**src/rtl/fetch_queue_stage.sv**
```systemverilog
// Decoupled fetch: pipelined imem requests (up to OUTSTANDING in flight) feeding a DEPTH-entry {pc, instr} queue.
// Latency: response to out_valid is 1 cycle, or 0 cycles when FETCH_BYPASS_EN is defined and the queue is empty.
// Backpressure: out_ready low holds the head; request credits (count + inflight < DEPTH) keep the queue from overflowing.
module fetch_queue_stage #(
    parameter int unsigned     XLEN        = 32,
    parameter int unsigned     ILEN        = 32,
    parameter int unsigned     DEPTH       = 4,
    parameter int unsigned     OUTSTANDING = 2,
    parameter logic [XLEN-1:0] RESET_PC    = '0
) (
    input  logic                     clock,
    input  logic                     reset,
    input  logic                     trap,
    input  logic [XLEN-1:0]          trap_addr,
    input  logic                     mret,
    input  logic [XLEN-1:0]          mret_addr,
    input  logic                     jump,
    input  logic [XLEN-1:0]          jump_addr,
    input  logic                     fence,
    input  logic [XLEN-1:0]          fence_addr,
    output logic                     imem_valid,
    input  logic                     imem_ready,
    output logic [XLEN-1:0]          imem_addr,
    output logic                     imem_fence,
    output logic                     imem_spec,
    input  logic                     imem_rvalid,
    input  logic [ILEN-1:0]          imem_rdata,
    output logic                     out_valid,
    input  logic                     out_ready,
    output logic [XLEN-1:0]          out_pc,
    output logic [ILEN-1:0]          out_instr,
    output logic [$clog2(DEPTH):0]   out_count
);

    localparam int unsigned PW = $clog2(DEPTH);
    localparam int unsigned CW = PW + 1;

    typedef struct packed {
        logic [XLEN-1:0] pc;
        logic [ILEN-1:0] instr;
    } entry_t;

    logic            r_run;
    logic [XLEN-1:0] r_req_pc;
    logic [XLEN-1:0] r_resp_pc;
    logic [CW-1:0]   r_count;
    logic [CW-1:0]   r_inflight;
    logic [CW-1:0]   r_discard;
    logic [PW-1:0]   r_wr_ptr;
    logic [PW-1:0]   r_rd_ptr;
    logic            r_pend_spec;
    logic            r_pend_fence;
    entry_t          r_mem [DEPTH];

    logic            w_redirect;
    logic            w_sel_fence;
    logic [XLEN-1:0] w_target;
    logic [CW:0]     w_credit_sum;
    logic            w_req_hs;
    logic            w_resp;
    logic            w_resp_live;
    logic            w_bypass;
    logic            w_consume;
    logic            w_push;
    logic            w_pop;
    logic [CW-1:0]   w_inflight_next;
    entry_t          w_head;

    assign w_redirect = trap | mret | jump | fence;

    always_comb begin
        w_target    = fence_addr;
        w_sel_fence = 1'b0;
        if (trap) begin
            w_target = trap_addr;
        end else if (mret) begin
            w_target = mret_addr;
        end else if (jump) begin
            w_target = jump_addr;
        end else if (fence) begin
            w_target    = fence_addr;
            w_sel_fence = 1'b1;
        end
    end

    // r_run holds requests off for the first cycle after reset release, so
    // reset is visible as imem_valid = 0 both during and at release.
    assign w_credit_sum = {1'b0, r_count} + {1'b0, r_inflight};
    assign imem_valid   = r_run && !w_redirect
                          && (r_inflight < CW'(OUTSTANDING))
                          && (w_credit_sum < (CW+1)'(DEPTH));
    assign imem_addr    = r_req_pc;
    assign imem_fence   = r_pend_fence;
    assign imem_spec    = r_pend_spec;

    assign w_req_hs = imem_valid && imem_ready;

    // A response with nothing in flight cannot belong to any live request.
    assign w_resp          = imem_rvalid && (r_inflight != '0);
    assign w_resp_live     = w_resp && !w_redirect && (r_discard == '0);
    assign w_inflight_next = r_inflight + CW'(w_req_hs) - CW'(w_resp);

`ifdef FETCH_BYPASS_EN
    assign w_bypass = w_resp_live && (r_count == '0);
`else
    assign w_bypass = 1'b0;
`endif

    assign w_head    = r_mem[r_rd_ptr];
    assign out_valid = (r_count != '0) || w_bypass;
    assign out_pc    = w_bypass ? r_resp_pc  : w_head.pc;
    assign out_instr = w_bypass ? imem_rdata : w_head.instr;
    assign out_count = r_count;

    assign w_consume = w_bypass && out_ready;
    assign w_push    = w_resp_live && !w_consume;
    assign w_pop     = (r_count != '0) && out_ready && !w_redirect;

    always_ff @(posedge clock or negedge reset) begin
        if (!reset) begin
            r_run        <= 1'b0;
            r_req_pc     <= RESET_PC;
            r_resp_pc    <= RESET_PC;
            r_count      <= '0;
            r_inflight   <= '0;
            r_discard    <= '0;
            r_wr_ptr     <= '0;
            r_rd_ptr     <= '0;
            r_pend_spec  <= 1'b0;
            r_pend_fence <= 1'b0;
        end else begin
            r_run      <= 1'b1;
            r_inflight <= w_inflight_next;
            if (w_redirect) begin
                // Everything still in flight, including this cycle's response, is stale.
                r_req_pc     <= w_target;
                r_resp_pc    <= w_target;
                r_discard    <= w_inflight_next;
                r_count      <= '0;
                r_wr_ptr     <= '0;
                r_rd_ptr     <= '0;
                r_pend_spec  <= 1'b1;
                r_pend_fence <= w_sel_fence;
            end else begin
                if (w_req_hs) begin
                    r_req_pc     <= r_req_pc + XLEN'(4);
                    r_pend_spec  <= 1'b0;
                    r_pend_fence <= 1'b0;
                end
                if (w_resp && (r_discard != '0)) begin
                    r_discard <= r_discard - CW'(1);
                end
                if (w_resp_live) begin
                    r_resp_pc <= r_resp_pc + XLEN'(4);
                end
                if (w_push) begin
                    r_wr_ptr <= r_wr_ptr + PW'(1);
                end
                if (w_pop) begin
                    r_rd_ptr <= r_rd_ptr + PW'(1);
                end
                if (w_push && !w_pop) begin
                    r_count <= r_count + CW'(1);
                end else if (w_pop && !w_push) begin
                    r_count <= r_count - CW'(1);
                end
            end
        end
    end

    always_ff @(posedge clock) begin
        if (w_push) begin
            r_mem[r_wr_ptr] <= '{pc: r_resp_pc, instr: imem_rdata};
        end
    end

endmodule
```
**config.mk**
```make
export PLATFORM = sky130hd
export DESIGN_NAME = fetch_queue_stage
export DESIGN_NICKNAME = d
export VERILOG_FILES = /design/src/rtl/fetch_queue_stage.sv
export SDC_FILE = /design/constraint.sdc
export NUM_CORES = 1
export LEC_CHECK = 0
export ABC_AREA = 1
export CAP_MARGIN = 15
export CORE_MARGIN = 5
export CORE_UTILIZATION = 55
export DETAILED_ROUTE_END_ITERATION = 8
export PLACE_DENSITY = 0.94
export REMOVE_ABC_BUFFERS = 1
export SYNTH_ARGS = -nofsm -noshare
export SYNTH_HDL_FRONTEND = slang
export SYNTH_SLANG_ARGS = --single-unit
export TNS_END_PERCENT = 10
```
**constraint.sdc**
```tcl
create_clock -name clock -period 10.4 [get_ports clock]
set_input_delay 2.08 -clock clock [delete_from_list [all_inputs] [get_ports clock]]
set_output_delay 2.08 -clock clock [all_outputs]
set_load 0.03 [all_outputs]
```
# == Word level (Yosys, flattened, before mapping) ==
# Memory sizes are Yosys's and may differ from the RTL's.
# Index checks and enable logic that the tools add are counted.
# op_classes
addsub,10
multipliers,0
div,0
n_lt_le_gt_ge,2
eq_ne,0
shift,0
mux,25
bitwise_logic,3
n_reduce_logical,24
# ops
operator,n
$mux W32,7
$add A32 B3 Y32 const B,2
$mux W3,5
$logic_and A1 B1 Y1,12
$reduce_bool A3 Y1,4
$mux W1,9
$mux W2,4
$reduce_bool A2 Y1,4
$sub A3 B1 Y3 const B,2
$add A2 B1 Y2 const B,2
$add A3 B3 Y4,1
$lt A4 B3 Y1 const B,1
$add A3 B1 Y3,1
$add A3 B1 Y3 const B,1
$logic_not A1 Y1,3
$logic_not A3 Y1,1
$lt A3 B2 Y1 const B,1
$or A1 B1 Y1,3
$sub A3 B1 Y3,1
# word_totals
regBits,80
latch_bits,0
ramBits,256
mem_bits_ro,0
in_bits,169
out_inout_bits,103
elab_cells,75
n_memories,1
# memory_table
memory,words,width,read_ports,rd_clocked_by_memory_dff,wr,line_no,source
r_mem,4,64,1,0,1,53,entry_t r_mem [DEPTH];

# == Logic depth before layout (Yosys ltp) ==
# depth
ltp_word,11
mapped_depth,14

# == Worst setup path before layout ==
# No wires, ideal clock.
# synth_path
path_type,input to register
start,in jump
end,mem r_mem[0][0] (netlist bit) (enable)
setup_time_ps,486
t_arrival_ps,5603
t_required_ps,9914
slack_ps,4311
cell_stages,7
n_path_buf,2
cell_sequence,buf_2 > nor2_4 > nand3_4 > nor2_4 > nand2_2 > buf_2 > nor2_1
# synth_via
elab_chain_cells,7
# synth_rtl
element,line_no,source
"start, declared",17,"input logic jump,"
$or A1 B1 Y1 (2 in a row),69,assign w_redirect = trap | mret | jump | fence;
$logic_not A1 Y1,100,assign w_resp_live = w_resp && !w_redirect && (r_discard == '0);
$logic_and A1 B1 Y1 (2 in a row),100,
$mux W1,172,if (w_push) begin
$mux W1 (implied by the code),173,"r_mem[r_wr_ptr] <= '{pc: r_resp_pc, instr: imem_rdata};"
"end, declared",53,
# Every way passes these cells.

# == Worst setup path in the final report ==
# layout_path
start,in trap
end,out imem_valid
# layout_via
elab_chain_cells,7
# layout_rtl
element,line_no,source
"start, declared",13,"input logic trap,"
$or A1 B1 Y1 (3 in a row),69,
$logic_not A1 Y1,89,assign imem_valid = r_run && !w_redirect
$logic_and A1 B1 Y1,89,
$logic_and A1 B1 Y1,90,&& (r_inflight < CW'(OUTSTANDING))
$logic_and A1 B1 Y1,91,&& (w_credit_sum < (CW+1)'(DEPTH));
"end, declared",21,"output logic imem_valid,"
# Every way passes these cells.

==> flow_metrics.tcl <==
set metrics [dict create \
    core_area_um2 28700 \
    layout_commonest_cell "nand2_1" \
    critPathKind "in2out" \
    start_util 0.556 \
    max_cap_viol_count 0 \
    slowest_stage "clkdlybuf4s50_1" \
    row_count 62 \
    avgRoutedWirePerCell_um 18.6 \
    grt_pass1_wl_um 69000 \
    fp.dieArea_um2 32500 \
    worstSetupStartpointType "input pin" \
    final_hold_viol_count 0 \
    cts_tree "done" \
    postCtsHoldBufs 0 \
    clkTransAtPathRegs_ns 0.06 \
    ant_nets 0 \
    min_period_ns 7.54 \
    min_period_over_period 0.725 \
    skew_ns 0.0204 \
    clock_latency_ns 0.51 \
    die_height_um 180 \
    worstMarginPinSlew_ns 1.10 \
    power_density_nw_per_um2 160 \
    drtIter0Drc 1457 \
    path_max_fanout 57 \
    irDropWorstVdd_mv 0.0956 \
    leakagePower_nw 7.76 \
    cts_resized 0 \
    hpwl_um 29000 \
    crit_top_cell "clkdlybuf4s50_1" \
    ys_types 39 \
    grt_pass1_vias 13229 \
    clock.fmax_mhz 133 \
    synthCells 1734 \
    avgSynthCellArea_um2 9.21 \
    multi_input_area_um2 5510 \
    nFillCells 2066 \
    synth_flop_cell "edfxtp_1" \
    p_comb_frac 0.129 \
    synth-edff-count 256 \
    seq_power_share 0.490 \
    yosysWarnings 0 \
    diodes 0 \
    intPower_mw 2.39 \
    synthArstFlopShare 0.234 \
    nets 2149 \
    slew_headroom 0.267 \
    fin_tns_setup_ns 0 \
    clk_path_buf_depth 3 \
    drc 0 \
    crit_required_ns 8.32 \
    end_kind "output pin" \
    yosys_register_bits 334 \
    fp.dieW_um 180 \
    netlist_area_um2 16000 \
    clock-sinks 334 \
    setup_viol 0 \
    dr_total_vias 13370 \
    h-tree-depth 2 \
    antenna_found_initial 0 \
    area_growth_pct 25.3 \
    crit_family "buffers and inverters" \
    vias_per_cell 5.63 \
    rsz0062_at_grt "false" \
    crit_chain "clkdlybuf4s50_1 > inv_2 > nand3_4 > nor2_2 > nand2_1 > inv_1 > clkdlybuf4s50_1" \
    ys_seq_area_frac 0.604 \
    power_switching_mw 0.805 \
    grt_max_degree 97 \
    drt_pass1_iterations 6 \
    max_stage_delay_ns 0.83 \
    overflow 0 \
    io_buffers 271 \
    yosysTopAreaCell "edfxtp_1" \
    finalWirelength_um 44000 \
    yosysTopAreaCellShare 0.481 \
    status "complete, no violations" \
    post-cts-setup-buffers 0 \
    cp.arrival_ns 5.46 \
    cts_buffers 35 \
    clkPwrFrac 0.381 \
    final_layout_size_suffix_gt1_frac 0.0437 \
    worstHoldPathType "reg2reg" \
    io_pins 272 \
    path_buf_inv 4 \
    p_total_mw 3.20 \
    regArea_um2 9640 \
    root_buffer "clkbuf_16" \
    grt_util_all_layers 0.261 \
    mostFrequentLayoutCells "nand2_1, nor2_1, clkdlybuf4s50_1, edfxtp_1, o21ai_0" \
    hold_ws_ns 0.498 \
    switching_share 0.252 \
    gp_congestion 0.961 \
    drv_slew 0 \
    yosys-top-cells-area "edfxtp_1, dfrtp_1, nand2_1, nor2_1, o21ai_0" \
]
-- cell type report --
class | count | share of cell area
clock buffers | 46 | 0.0500
clock inverters | 15 | 0.00625
inverters | 122 | 0.0230
multi-input cells | 1191 | 0.276
flip-flops and latches | 334 | 0.482
well taps | 384 | 0.0240
repair buffers | 281 | 0.139
-- state kept, by name, indices dropped and copies added (netlist names), 2 cells and up --
register,cells
imem_addr,31
out_count,3
r_discard,3
r_inflight,3
r_mem,256
r_rd_ptr,2
r_resp_pc,31
r_wr_ptr,2
-- layer usage --
layer,GRT usage,vias up,wire length (µm)
met5,0,-,0
met4,0.0880,0,1520
met3,0.0519,93,3990
met2,0.447,643,21400
met1,0.336,6307,17100
li1,-,6327,-
-- path summary, 6_finish.rpt --
check / start / end / slack (ns) / cells past startpoint
max in group asynchronous: reset / r_rd_ptr[0] / 7.87 / 1
min in group asynchronous: reset / imem_fence / 1.74 / 1
worst min-delay path: imem_fence / imem_fence / 0.50 / 2
worst min register to register: imem_fence / imem_fence / 0.50 / 2
worst max register to register: out_count[2] / r_discard[2] / 7.43 / 10
worst max-delay path: trap / imem_valid / 2.86 / 7
-- power groups by stage --
stage	Sequential, mW	Combinational [mW]	Clock, mW
4_1_cts	1.57	0.411	1.23
3_5_place_dp	1.59	0.407	0
3_3_place_gp	1.59	0.392	0
2_1_floorplan	1.60	0.197	0
6_report	1.57	0.412	1.22
5_1_grt	1.58	0.454	1.29
-- stage by stage --
| step | area, µm² | instances | worst slack [ns] | util |
|---|---|---|---|---|
| 2_1_floorplan | 15600 | 1647 | 3.74 | - |
| 3_3_place_gp | 18900 | 2312 | 2.97 | 0.658 |
| 3_5_place_dp | 18900 | 2312 | 2.91 | 0.658 |
| 4_1_cts | 20000 | 2373 | 2.91 | 0.697 |
| 5_1_grt | 20000 | 2373 | 2.62 | 0.697 |
| 6_report | 20000 | 2373 | 2.86 | 0.697 |
-- worst reg2reg max path, delay by kind of cell, from the launching register on --
kind	cells	cell delay, ns
buf+inv	1	0.04
fa+ha+maj	4	1.23
xor+xnor	1	0.17
flops	1	0.46
simple gates	2	0.67
compound gates	2	0.28
-- cells by family after synthesis --
group                      after synthesis  share of synthesized area
adders and majority gates               15                     0.0127
xor gates and xnor gates                 7                    0.00384
AOI/OAI and AO/OA                      358                      0.125
buffers and inverters                  209                     0.0534
and+or+nand+nor                        810                      0.202
other                                    1                   0.000235
DFF                                    334                      0.604
-- synth_stat cells (3+ instances only) --
cell type,instances
ha_1,13
nand2_1,418
inv_2,4
dfrtp_1,78
o21ai_0,199
edfxtp_1,256
a21oi_1,32
nand3_1,75
o21ai_1,4
xnor2_1,3
o21bai_1,15
o22ai_1,65
buf_2,25
nand4_1,5
nor2_1,293
nand2_2,3
o31ai_1,3
clkbuf_1,53
inv_1,118
xor2_1,4
buf_4,6
o211ai_1,10
a31oi_1,27
or2_2,6
No activity file was read; power rests on OpenSTA's default activity.
